$ cat src/rtl/fifo_umbral.sv
// rtl/fifo_umbral.sv - threshold-programmable synchronous FIFO with status flags
module fifo_umbral #(
  parameter int DATA_WIDTH   = 6,
  parameter int ADDR_WIDTH   = 3,
  parameter int UMBRAL_WIDTH = 4
) (
  input  logic                    clk,
  input  logic                    reset_L,
  input  logic                    push,
  input  logic [DATA_WIDTH-1:0]   data_in,
  input  logic                    pop,
  input  logic [UMBRAL_WIDTH-1:0] Umbral_HIGH,
  input  logic [UMBRAL_WIDTH-1:0] Umbral_LOW,
  output logic [DATA_WIDTH-1:0]   data_out,
  output logic                    valid_out,
  output logic                    fifo_empty,
  output logic                    fifo_full,
  output logic                    almost_full,
  output logic                    almost_empty,
  output logic                    fifo_error,
  output logic [ADDR_WIDTH:0]     count
);

  localparam int DEPTH = 1 << ADDR_WIDTH;

  logic [DATA_WIDTH-1:0]   mem [DEPTH];
  logic [ADDR_WIDTH-1:0]   wr_ptr;
  logic [ADDR_WIDTH-1:0]   rd_ptr;
  logic                    pop_ok;
  logic                    push_ok;
  logic                    err_cond;
  logic [UMBRAL_WIDTH-1:0] count_ext;

  assign fifo_empty = (count == '0);
  assign fifo_full  = (count == (ADDR_WIDTH+1)'(DEPTH));

  // A pop frees a slot in the same cycle, so a full FIFO can still take a push alongside it.
  assign pop_ok   = pop && !fifo_empty;
  assign push_ok  = push && (!fifo_full || pop_ok);
  assign err_cond = (push && fifo_full && !pop_ok) || (pop && fifo_empty);

  // Thresholds are compared against the zero-extended occupancy; zero disables a threshold.
  assign count_ext    = UMBRAL_WIDTH'(count);
  assign almost_full  = (Umbral_HIGH == '0) ? fifo_full  : (count_ext >= Umbral_HIGH);
  assign almost_empty = (Umbral_LOW  == '0) ? fifo_empty : (count_ext <= Umbral_LOW);

  // Storage array: written on accepted push, never reset.
  always_ff @(posedge clk) begin
    if (push_ok) begin
      mem[wr_ptr] <= data_in;
    end
  end

  // Pointers, occupancy, registered read port and sticky error flag.
  always_ff @(posedge clk or negedge reset_L) begin
    if (!reset_L) begin
      wr_ptr     <= '0;
      rd_ptr     <= '0;
      count      <= '0;
      data_out   <= '0;
      valid_out  <= 1'b0;
      fifo_error <= 1'b0;
    end else begin
      valid_out <= pop_ok;
      if (push_ok) begin
        wr_ptr <= wr_ptr + ADDR_WIDTH'(1);
      end
      if (pop_ok) begin
        data_out <= mem[rd_ptr];
        rd_ptr   <= rd_ptr + ADDR_WIDTH'(1);
      end
      if (push_ok && !pop_ok) begin
        count <= count + (ADDR_WIDTH+1)'(1);
      end else if (pop_ok && !push_ok) begin
        count <= count - (ADDR_WIDTH+1)'(1);
      end
      if (err_cond) begin
        fifo_error <= 1'b1;
      end
    end
  end

endmodule

$ cat config.mk
export PLATFORM = sky130hd
export DESIGN_NAME = fifo_umbral
export DESIGN_NICKNAME = d
export VERILOG_FILES = /design/src/rtl/fifo_umbral.sv
export SDC_FILE = /design/constraint.sdc
export NUM_CORES = 1
export LEC_CHECK = 0
export ABC_AREA = 1
export ABC_CLOCK_PERIOD_IN_PS = 3000
export CORE_MARGIN = 5
export CORE_UTILIZATION = 40
export DETAILED_ROUTE_END_ITERATION = 16
export PLACE_DENSITY = 0.58
export SLEW_MARGIN = 20
export SYNTH_ARGS = -nofsm -noshare
export SYNTH_HDL_FRONTEND = slang
export SYNTH_SLANG_ARGS = --single-unit
$ cat constraint.sdc
create_clock -name clk -period 3 [get_ports clk]
set_clock_uncertainty 0.1 [all_clocks]
set_input_delay 0.75 -clock clk [delete_from_list [all_inputs] [get_ports clk]]
set_output_delay 0.75 -clock clk [all_outputs]
set_load 0.01 [all_outputs]
==> out/results.ini, run 1 <==
[run_status]
outcome=complete, no violations

[place]
io_buffer_count=33
dpl_cell_area_um2=3760
place_congestion=0.803
dp_hpwl_um=4480

[detailed_routing]
wl_per_cell_um=13.0
drtIter0Drc=110
via_count=2280
drc_errors=0
antenna_left=0
via_per_inst=4.60
wirelength_um=6430
firstDrtPassIters=4

[sta]
grt_setup_unrepaired=yes
finalCriticalPeriod_ns=2.93
final-hold-violation-count=0
tightest_slew_ns=0.559
final-setup-viol-count=0
min_period_over_period_pct=97.8
drv_slew=0
relSlewSlack_pct=62.7
fmax_mhz=341

[setup_path]
worst_setup_path_start_kind=input port
crit_arrival_ns=2.08
critPathCaptureType=primary output
path_class=in2out
cp_max_fo=2
reg2reg_slack_ns=0.53
worst_ep_required_time_ns=2.15

[cts]
cts_tree=built
cts_buffer_depth=2
cts_made_buffers=9
htree_levels=3
postCtsHoldBufs=0
clock_sinks=66
clk_latency_ns=0.33
clk_pin_slew_ns=0.08
cts-root-buf=clkbuf_8

[cells_and_area]
synthToLayoutAreaGrowth_pct=21.0
drive_gt1_share_pct=14.1
n_antenna_cell=0
final_core_util_pct=49.1
fill_cells=750
final_area_um2=3970
fin_nets=418

[pwr]
total_switching_power_mw=1.35
leakage_nw=1.83
finalPower_mw=3.60
comb_power_share_pct=39.2
p_per_area_nw_per_um2=906
pwr-share-seq_pct=38.1
p_int_mw=2.25
irDropWorstVdd_mv=0.336
clkPwrFrac_pct=22.7
netSwitchingFraction_pct=37.4

[yosys]
ys_warn_count=0
yosys.area.top_type=edfxtp_1
synthMostInstantiatedCell=nand2_1
avgSynthCellArea_um2=9.72
synth-seq-cells=66
synthTopCellsByCount=nand2_1 (98), inv_1 (58), edfxtp_1 (48), nand3_1 (40), dfrtp_1 (18)
synth_top_area_share_pct=43.9
synthTopCellsByArea=edfxtp_1 (44%), dfrtp_1 (14%), nand2_1 (11%), inv_1 (6.6%), nand3_1 (6.1%)
async_reset_ff_share_pct=27.3
synth_ff_type=edfxtp_1
synthCells=338
synth_cell_type_count=29
synth_area_um2=3280
syn_nets=370
yosysSeqAreaShare_pct=57.6
synth_edf_count=48

[global_route]
grt_pass1_wl_um=10800
grt_pass1_vias=2213
grt_usage_pct=14.0
grt_max_degree=26
antenna_found_initial=0
grt_overflow=0

[job]
maxCapViolCount=0

[floorplan]
fp.dieW_um=101
dieArea_um2=10100
initial_core_util_pct=40.6
die_y_um=101
io_pins=34
core_area_um2=8090
rows=33

[worst_hold_path]
hold_path.class=reg2reg

what timing repair did:
item	4_1_cts	5_1_grt
endpoints found under the setup margin	2	2
buffers inserted	0	0
gates resized for setup	8	2
kinds of logic (layout without fill, tap and decap cells):
logic type | Yosys count | count (layout) | share of synthesized area [%]
adder cells (fa/ha/maj) | 14 | 14 | 5.56
AND/OR/NAND/NOR | 174 | 174 | 24.5
XOR/XNOR | 4 | 4 | 1.07
AO/OA/AOI/OAI | 10 | 10 | 1.71
flip-flops | 66 | 66 | 57.6
buffers and inverters | 70 | 123 | 9.52
layout by cell type, fill, tap and decap left out, types with 3 or more instances in the layout:
cell type	synthesis	layout
nand3_1	40	40
nand3_2	8	8
nor3_1	3	3
dfrtp_1	18	18
edfxtp_1	48	48
inv_1	58	58
nand2_1	98	98
clkdlybuf4s50_1	0	30
ha_1	13	13
a21oi_1	4	4
buf_4	2	13
nor2_1	10	10
nand2_2	8	8
xnor2_1	3	3
clkbuf_8	0	9
per-layer routing:
metal	share of wire, %	track usage, %	wire, um
met2	46	21.2	2950
met4	1.4	4.56	89
met1	49	19.3	3140
met3	4.0	4.08	256
met5	0	0	0
final timing paths:
| kind | from | end | cells past startpoint |
|---|---|---|---|
| max in group asynchronous | reset_L | valid_out | 2 |
| worst min-delay path | fifo_error | fifo_error | 1 |
| min in group asynchronous | reset_L | count[0] | 2 |
| worst max-delay path | Umbral_LOW[1] | almost_empty | 7 |
| worst min register to register | fifo_error | fifo_error | 1 |
| worst max register to register | count[1] | count[3] | 14 |
sequential cells by signal, indices dropped and copies added (netlist names):
register	count
count	4
data_out	6
fifo_error	1
mem	48
rd_ptr	3
valid_out	1
wr_ptr	3
per-stage QoR:
step	setup WS [ns]	hold WS [ns]	instances	TNS [ns]
after floorplan	0.619	0.354	338	0
after global placement	-0.321	0.366	480	-0.639
after detailed placement	-0.361	0.367	480	-0.712
after CTS	0.0425	0.390	496	0
after global routing	-0.00286	0.400	496	-0.00286
final	0.0670	0.385	496	0
cell type report:
type,instances,area [um2],area share (%)
Multi-Input combinational cell,202,1080,27.2
Sequential cell,66,1890,47.6
Inverter,61,234,5.89
Tap cell,105,131,3.31
Timing Repair Buffer,46,420,10.6
Clock buffer,9,124,3.12
Clock inverter,7,91.3,2.30
power groups by stage:
| stage | logic [mW] | clock network (mW) | registers [mW] |
|---|---|---|---|
| 2_1_floorplan | 1.02 | 0 | 1.34 |
| 3_3_place_gp | 1.43 | 0 | 1.39 |
| 3_5_place_dp | 1.45 | 0 | 1.39 |
| 4_1_cts | 1.44 | 0.834 | 1.38 |
| 5_1_grt | 1.61 | 0.879 | 1.40 |
| 6_report | 1.41 | 0.817 | 1.37 |
critical path: stages:
cell	delay, ns
clkdlybuf4s50_1	0.48
inv_1	0.05
ha_1	0.30
a21oi_1	0.14
o21ai_0	0.08
a21oi_1	0.13
buf_2	0.15
(Power assumes the default switching activity.)
==> inputs of run 2 (changes only) <==
Settings changed: ABC_CLOCK_PERIOD_IN_PS 3000 to 2600, CAP_MARGIN set to 30, CORE_UTILIZATION 40 to 41, PLACE_DENSITY 0.58 to 0.61.
Clock period 3 ns to 2.6 ns, I/O delays scaled along.
==> out/results.ini, run 2 (synthesis gave the netlist of run 1 again) <==
[global_route]
grtUsageMet2_pct=22.4  ; +1.2 points
grt_busiest_layer=met2
grt_pass1_wl_um=11200  ; +2.9%
grt_pass1_vias=2294  ; +3.7%
use_met1_pct=20.5  ; +1.2 points
grt_overflow=0  ; unchanged
antenna_found_initial=0  ; unchanged
grt_max_degree=26  ; unchanged
use_met3_pct=3.37  ; -0.72 points
grt_usage_pct=14.8  ; +0.76 points

[detailed_routing]
via_per_inst=4.63  ; +0.70%
via_count=2333  ; +2.3%
drtIter0Drc=114  ; +3.6%
wirelength_um=6700  ; +4.1%
wl_per_cell_um=13.3  ; +2.4%
firstDrtPassIters=4  ; unchanged
antenna_left=0  ; unchanged
drc_errors=0  ; unchanged

[place]
place_congestion=0.757  ; -5.7%
place_ws_ns=-0.580  ; -0.219 ns
io_buffer_count=33  ; unchanged
dp_hpwl_um=4640  ; +3.5%

[cells_and_area]
synthToLayoutAreaGrowth_pct=25.8
layout_commonest_cell=nand2_1
n_antenna_cell=0  ; unchanged
fin_nets=429  ; +2.6%
drive_gt1_share_pct=19.7  ; +5.6 points
reg_top3=mem: 48 flops, data_out: 6 flops, count: 4 flops
largest_register_ffs=48  ; unchanged
final_core_util_pct=53.2  ; +4.1 points
final_cell_mix=nand2_1 (98), inv_1 (53), edfxtp_1 (48)
regMostFlops=mem

[pwr]
leakage_nw=1.92  ; +4.9%
p_per_area_nw_per_um2=1040  ; +15%
finalPower_mw=4.31  ; +20%
irDropWorstVdd_mv=0.417  ; +24%

[sta]
finalCriticalPeriod_ns=2.49
relSlewSlack_pct=64.4  ; +1.6 points
grt_setup_unrepaired=no
drv_slew=0  ; unchanged
fmax_mhz=402
final-setup-viol-count=0  ; unchanged
tightest_slew_ns=0.535  ; -0.0246 ns
final-hold-violation-count=0  ; unchanged
fin_ws_ns=0.114  ; +0.0466 ns
min_period_over_period_pct=95.6

[worst_hold_path]
hold_path.class=reg2reg

[cts]
htree_levels=3  ; unchanged
clk_latency_ns=0.35  ; +0.02 ns
cts_tree=built
clock_sinks=66  ; unchanged
cts-root-buf=clkbuf_8
cts_made_buffers=9  ; unchanged
postCtsHoldBufs=0  ; unchanged
clk_pin_slew_ns=0.06  ; -0.02 ns
cts_buffer_depth=2  ; unchanged

[setup_path]
worst_ep_required_time_ns=1.85  ; -0.30 ns
cp_max_fo=2  ; unchanged
worst_setup_path_start_kind=input port
path_class=in2out
crit_arrival_ns=1.74  ; -0.34 ns
critPathCaptureType=primary output

[floorplan]
rows=32  ; -3.0%
core_area_um2=7770  ; -4.0%
fp.dieW_um=99.5  ; -1.1%
dieArea_um2=9900  ; -2.2%
initial_core_util_pct=42.3  ; +1.7 points
io_pins=34  ; unchanged
die_y_um=99.5  ; -1.1%

[job]
maxCapViolCount=0  ; unchanged

[run_status]
outcome=complete, no violations

## run 2: changes by cell type in the layout (fill, tap and decap cells not counted), moves of 5 or more
| cell | previous run | this run |
|---|---|---|
| ha_1 | 13 | 8 |
| inv_1 | 58 | 53 |
| clkdlybuf4s50_1 | 30 | 22 |
| ha_4 | 0 | 5 |
| buf_4 | 13 | 24 |
| inv_2 | 1 | 6 |
## run 2: metal layers
layer | part of all wire, % | vias up
li1 | - | 1201
met4 | 1.8 | 0
met3 | 3.9 | 10
met1 | 47 | 1081
met2 | 47 | 41
met5 | 0 | -
## run 2: final timing paths
| path | from | endpoint | slack, ns | cells past startpoint |
|---|---|---|---|---|
| hold / removal | data_out[5] | data_out[5] | 0.39 | 2 |
| setup / recovery | Umbral_HIGH[1] | almost_full | 0.11 | 10 |
| max in group asynchronous | reset_L | count[1] | 1.64 | 2 |
| min in group asynchronous | reset_L | data_out[1] | 0.54 | 2 |
| setup reg to reg | count[1] | count[3] | 0.33 | 14 |
| hold reg to reg | data_out[5] | data_out[5] | 0.39 | 2 |
## run 2: layout make-up
class                      count  area [um2]
fill                         697        3640
sequential                    66        1890
multi-input combinational    202        1150
timing repair buffer          57         508
inverter                      61         234
tap                          102         128
clock buffer                   9         124
clock inverter                 7        93.8
## run 2: worst max-delay path, stage by stage
cell,delay (ns)
dlygate4sd2_1,0.22
inv_2,0.05
ha_4,0.26
inv_1,0.03
o21bai_1,0.13
nand3_1,0.09
nand3_1,0.08
nand2_1,0.05
nand2_1,0.05
buf_2,0.13
## run 2: per-stage QoR
stage	setup TNS (ns)	hold slack, ns	std cells	area (um2)
final	0	0.390	504	4130
after detailed placement	-1.16	0.380	487	3840
after global placement	-1.08	0.377	487	3840
after CTS	-0.0107	0.398	504	4110
after global routing	0	0.428	504	4130
after floorplan	0	0.254	338	3280
## run 2: report_power, final
| group | internal, mW | switching (mW) |
|---|---|---|
| Combinational | 0.795 | 1.01 |
| Clock | 0.537 | 0.403 |
| Sequential | 1.36 | 0.207 |
| Total | 2.69 | 1.62 |
## run 2: what timing repair did
| action | in CTS | in global routing |
|---|---|---|
| endpoints found under the setup margin | 2 | 3 |
| pin swaps | 10 | 3 |
| gates resized for setup | 24 | 8 |
| buffers inserted | 1 | 0 |
==> patch 1, RTL diff (config.mk and constraints of run 2) <==
The parameter `ADDR_WIDTH` goes from 3 to 4.
--- a/src/rtl/fifo_umbral.sv
+++ b/src/rtl/fifo_umbral.sv
@@ -1,7 +1,7 @@
 // rtl/fifo_umbral.sv - threshold-programmable synchronous FIFO with status flags
 module fifo_umbral #(
   parameter int DATA_WIDTH   = 6,
-  parameter int ADDR_WIDTH   = 3,
+  parameter int ADDR_WIDTH   = 4,
   parameter int UMBRAL_WIDTH = 4
 ) (
   input  logic                    clk,
Interface: changed (resized count); port bits go from 34 to 35. The function was not compared with the original's and may differ.
==> patch 1 against run 2 <==
- cell count rose by 63%
- die area rose by 60%
- critical path type is now register to output port
- highest routed layer unchanged
- final area rose by 69%
- sequential cell count rose by 51
- power rose by 82%
- synthesized area rose by 68%
- setup slack got worse by 0.11 ns
- wire length rose by 87%
- largest cell class unchanged
- critical endpoint unchanged
==> patch 1: results <==
metrics = {
    "run_status": {
        "status": "completed",
    },
    "drt": {
        "wire_per_inst_um": 15.2,
        "first_pass_iters": 5,
        "drt_iter0_drc": 305,
    },
    "clocking": {
        "clkLatencyLatePin_ns": 0.41,
        "cts_root_buf": "clkbuf_16",
    },
    "place": {
        "dp.cells": 788,
        "portBuffers": 34,
        "place_hpwl_mm": 8.21,
    },
    "finish": {
        "fillers": 1151,
        "biggestRegsByFlops": "mem x96, data_out x6, count x5",
    },
    "setup_path": {
        "crit_path_top_delay_cell": "dfrtp_2",
        "critPathMaxFanout": 3,
        "ff2ff_setup_slack_ns": 0.11,
        "reg2reg_to": "count[4]",
        "crit_family": "flip-flops",
        "max_stage_delay_ns": 0.42,
        "r2r_start": "count[3]",
    },
    "power": {
        "p_leak_nw": 3.14,
        "vdd_drop_max_mv": 0.491,
    },
    "timing": {
        "tightest_slew_ns": 0.687,
    },
    "global_routing": {
        "grt_pass1_vias": 3997,
        "grt_max_degree": 51,
        "global_route.usage.met3": 0.0343,
    },
    "synth": {
        "synth_xor_area_frac": 0.0127,
        "synth_area_leaders": "edfxtp_1 (52%), nand2_1 (12%), dfrtp_1 (9.6%), nand3_1 (7.2%), inv_1 (6.5%)",
        "syn_area_per_cell_um2": 9.77,
        "synth_compound_area_frac": 0.0189,
        "synthesis.nets": 599,
        "synth_fa_ha_area_frac": 0.0423,
        "ys_seq_area_frac": 0.620,
    },
}
## patch 1: final cells by class
cell class                 instances  area (um^2)  area share
clock inverter                    12          201      0.0288
timing repair buffer              72          618      0.0885
inverter                         101          379      0.0543
sequential                       117         3410       0.488
clock buffer                      20          457      0.0654
tap                              176          220      0.0315
multi-input combinational        326         1700       0.243
## patch 1: per-layer routing
metal  vias up  share of wire
met4         0          0.028
met5         -              0
li1       1954              -
met1      1880           0.41
met3        25          0.034
met2        81           0.53
## patch 1: through the flow
stage,TNS (ns),util,hold WS [ns],area [um^2]
2_1_floorplan,0,-,0.254,5500
3_3_place_gp,-1.32,0.470,0.369,6200
3_5_place_dp,-1.55,0.470,0.373,6200
4_1_cts,-0.0816,0.524,0.395,6910
5_1_grt,-0.108,0.530,0.417,6990
6_report,0,0.530,0.386,6990
## patch 1: timing repair
item	in CTS	in global routing
resized for setup	35	14
pin swaps	6	6
hold endpoints to repair	0	0
endpoints found under the setup margin	4	6
setup buffers	0	4
==> patch 2, RTL diff (settings of run 2) <==
Without the edit above. Register the output `count` once more, with the module's reset; this adds one clock of latency there. The other outputs are not delayed to match.
--- a/src/rtl/fifo_umbral.sv
+++ b/src/rtl/fifo_umbral.sv
@@ -23,6 +23,8 @@
 
   localparam int DEPTH = 1 << ADDR_WIDTH;
 
+  logic [ADDR_WIDTH:0] count_s0;
+
   logic [DATA_WIDTH-1:0]   mem [DEPTH];
   logic [ADDR_WIDTH-1:0]   wr_ptr;
   logic [ADDR_WIDTH-1:0]   rd_ptr;
@@ -31,8 +33,8 @@
   logic                    err_cond;
   logic [UMBRAL_WIDTH-1:0] count_ext;
 
-  assign fifo_empty = (count == '0);
-  assign fifo_full  = (count == (ADDR_WIDTH+1)'(DEPTH));
+  assign fifo_empty = (count_s0 == '0);
+  assign fifo_full  = (count_s0 == (ADDR_WIDTH+1)'(DEPTH));
 
   // A pop frees a slot in the same cycle, so a full FIFO can still take a push alongside it.
   assign pop_ok   = pop && !fifo_empty;
@@ -40,7 +42,7 @@
   assign err_cond = (push && fifo_full && !pop_ok) || (pop && fifo_empty);
 
   // Thresholds are compared against the zero-extended occupancy; zero disables a threshold.
-  assign count_ext    = UMBRAL_WIDTH'(count);
+  assign count_ext    = UMBRAL_WIDTH'(count_s0);
   assign almost_full  = (Umbral_HIGH == '0) ? fifo_full  : (count_ext >= Umbral_HIGH);
   assign almost_empty = (Umbral_LOW  == '0) ? fifo_empty : (count_ext <= Umbral_LOW);
 
@@ -56,7 +58,7 @@
     if (!reset_L) begin
       wr_ptr     <= '0;
       rd_ptr     <= '0;
-      count      <= '0;
+      count_s0   <= '0;
       data_out   <= '0;
       valid_out  <= 1'b0;
       fifo_error <= 1'b0;
@@ -70,9 +72,9 @@
         rd_ptr   <= rd_ptr + ADDR_WIDTH'(1);
       end
       if (push_ok && !pop_ok) begin
-        count <= count + (ADDR_WIDTH+1)'(1);
+        count_s0 <= count_s0 + (ADDR_WIDTH+1)'(1);
       end else if (pop_ok && !push_ok) begin
-        count <= count - (ADDR_WIDTH+1)'(1);
+        count_s0 <= count_s0 - (ADDR_WIDTH+1)'(1);
       end
       if (err_cond) begin
         fifo_error <= 1'b1;
@@ -80,5 +82,13 @@
     end
   end
 
+  always_ff @(posedge clk or negedge reset_L) begin
+    if (!reset_L) begin
+      count <= '0;
+    end else begin
+      count <= count_s0;
+    end
+  end
+
 endmodule
 
Check against the original RTL: not equivalent (a bounded check fails within 4 cycles, from zero or initial values and one cycle with reset_L low).
==> patch 2 against run 2 <==
- via count up 2.0%
- worst hold slack better by 0.0051 ns
- global-route usage down 0.51 points
- critical endpoint unchanged
- sequential cell count up 4
- synthesized cell count up 1.2%
- largest power group unchanged
- die area up 2.7%
- combinational power up 2%
- final area up 2.7%
- synthesized area up 3.0%
- wire length down 1.7%
- setup slack worse by 0.029 ns
- power up 1.6%
==> patch 2: results <==
metrics = {
    "run_status": {
        "status": "completed",
    },
    "finish": {
        "biggestRegsByFlops": "mem x48, data_out x6",
        "final_nets": 434,
        "n_antenna_cell": 0,
        "drive_gt1_frac": 0.209,
    },
    "drt": {
        "vias": 2380,
        "drt_iter0_drc": 118,
        "wl_mm": 6.58,
    },
    "clocking": {
        "clk_pin_slew_ns": 0.08,
        "clockBufferDepth": 2,
        "cts_root_buf": "clkbuf_8",
        "htree_levels": 3,
        "numCtsBuffers": 9,
    },
    "power": {
        "vdd_drop_max_mv": 0.444,
        "p_leak_nw": 1.95,
        "swShare": 0.369,
        "p_comb_frac": 0.419,
    },
    "global_routing": {
        "grt_max_degree": 26,
        "grt_pass1_vias": 2297,
        "grt_pass1_wl_mm": 10.9,
        "gr-usage-all-layers": 0.142,
    },
    "place": {
        "place_hpwl_mm": 4.56,
        "routabilityCongestion": 0.782,
        "placed_area_um2": 3930,
        "portBuffers": 33,
        "post-place-ws_ns": -0.547,
    },
    "synth": {
        "synth_area_leaders": "edfxtp_1 (43%), dfrtp_1 (16%), nand2_1 (11%), inv_1 (6.4%), nand3_1 (5.9%)",
        "synth-edff-count": 48,
        "synth_common_cells": "nand2_1 (98), inv_1 (58), edfxtp_1 (48)",
        "synth_cell_type_count": 29,
        "synth-warning-count": 0,
        "ys_seq_area_frac": 0.589,
        "async_flop_share": 0.314,
        "synthesis.nets": 374,
        "ys.flop_type": "edfxtp_1",
    },
    "setup_path": {
        "worstSetupEndpoint": "almost_full",
        "reg2reg_to": "count_ext[3]",
        "critPathMaxFanout": 2,
        "r2r_start": "count_ext[3]",
        "crit_arrival_ns": 1.77,
        "setup.worst_path.start": "Umbral_HIGH[1]",
        "ff2ff_setup_slack_ns": 0.32,
        "r2r_cells": 14,
    },
    "timing": {
        "period_share": 0.968,
        "tightest_slew_ns": 0.566,
    },
    "worst_hold_path": {
        "hold_depth": 2,
    },
}
-- patch 2: changes by cell type in the layout (fill, tap and decap cells not counted), sizes merged --
cell          before  now
buf               26   27
bufinv             2    1
clkbuf             9   11
clkinv             4    1
clkinvlp           1    2
dfrtp             18   22
dlygate4sd2        4    5
dlymetal6s2s       5    4
inv               61   62
-- patch 2: logic make-up (layout without fill, tap and decap cells) --
family,Yosys count,count (layout),share of synthesized area
and+or+nand+nor,174,174,0.238
adders and majority gates,14,14,0.0540
buffers and inverters,70,135,0.0924
xor gates and xnor gates,4,4,0.0104
DFF,70,70,0.589
AOI/OAI and AO/OA,10,10,0.0166
-- patch 2: power groups by stage --
stage / registers [mW] / clock network, mW / logic [mW]
detailed placement: 1.68 / 0 / 1.77
finish: 1.66 / 0.885 / 1.84
global placement: 1.67 / 0 / 1.73
floorplan: 1.65 / 0 / 1.18
global route: 1.69 / 0.966 / 2.07
CTS: 1.67 / 0.908 / 1.80
-- patch 2: worst min path at each step --
stage / from / end / slack, ns
after floorplan: reset_L / count[0] / 0.25
after global placement: data_out[3] / data_out[3] / 0.38
after detailed placement: fifo_error / fifo_error / 0.37
after CTS: fifo_error / fifo_error / 0.40
after global routing: data_out[2] / data_out[2] / 0.42
final: data_out[2] / data_out[2] / 0.39
-- patch 2: per-layer routing --
layer  global-route usage  routed length (um)
met4               0.0642                 101
met3               0.0374                 309
met5                    0                   0
met1                0.167                2920
met2                0.244                3250
-- patch 2: area by class of cell --
| cell class | count | area (um^2) |
|---|---|---|
| Clock buffer | 11 | 151 |
| Inverter | 61 | 234 |
| Clock inverter | 5 | 56.3 |
| Sequential cell | 70 | 1990 |
| Multi-Input combinational cell | 202 | 1160 |
| Tap cell | 105 | 131 |
| Fill cell | 756 | 3890 |
| Timing Repair Buffer | 58 | 512 |
-- patch 2: critical path: stages --
cell and delay (ns):
dlygate4sd2_1 0.23, inv_2 0.05, ha_4 0.26, inv_1 0.04, o21bai_1 0.16, nand3_2 0.08
nand3_1 0.08, nand2_1 0.05, nand2_1 0.05, buf_2 0.12
-- patch 2: timing repair --
action / 4_1_cts / 5_1_grt
hold buffers: 0 / 0
resized for setup: 27 / 9
endpoints found under the setup margin: 2 / 3
pin swaps: 10 / 8
setup buffers: 0 / 3
-- patch 2: stage by stage --
stage,hold slack (ns),std cells
global placement,0.378,493
CTS,0.397,509
finish,0.395,512
floorplan,0.254,342
detailed placement,0.371,493
global route,0.417,512
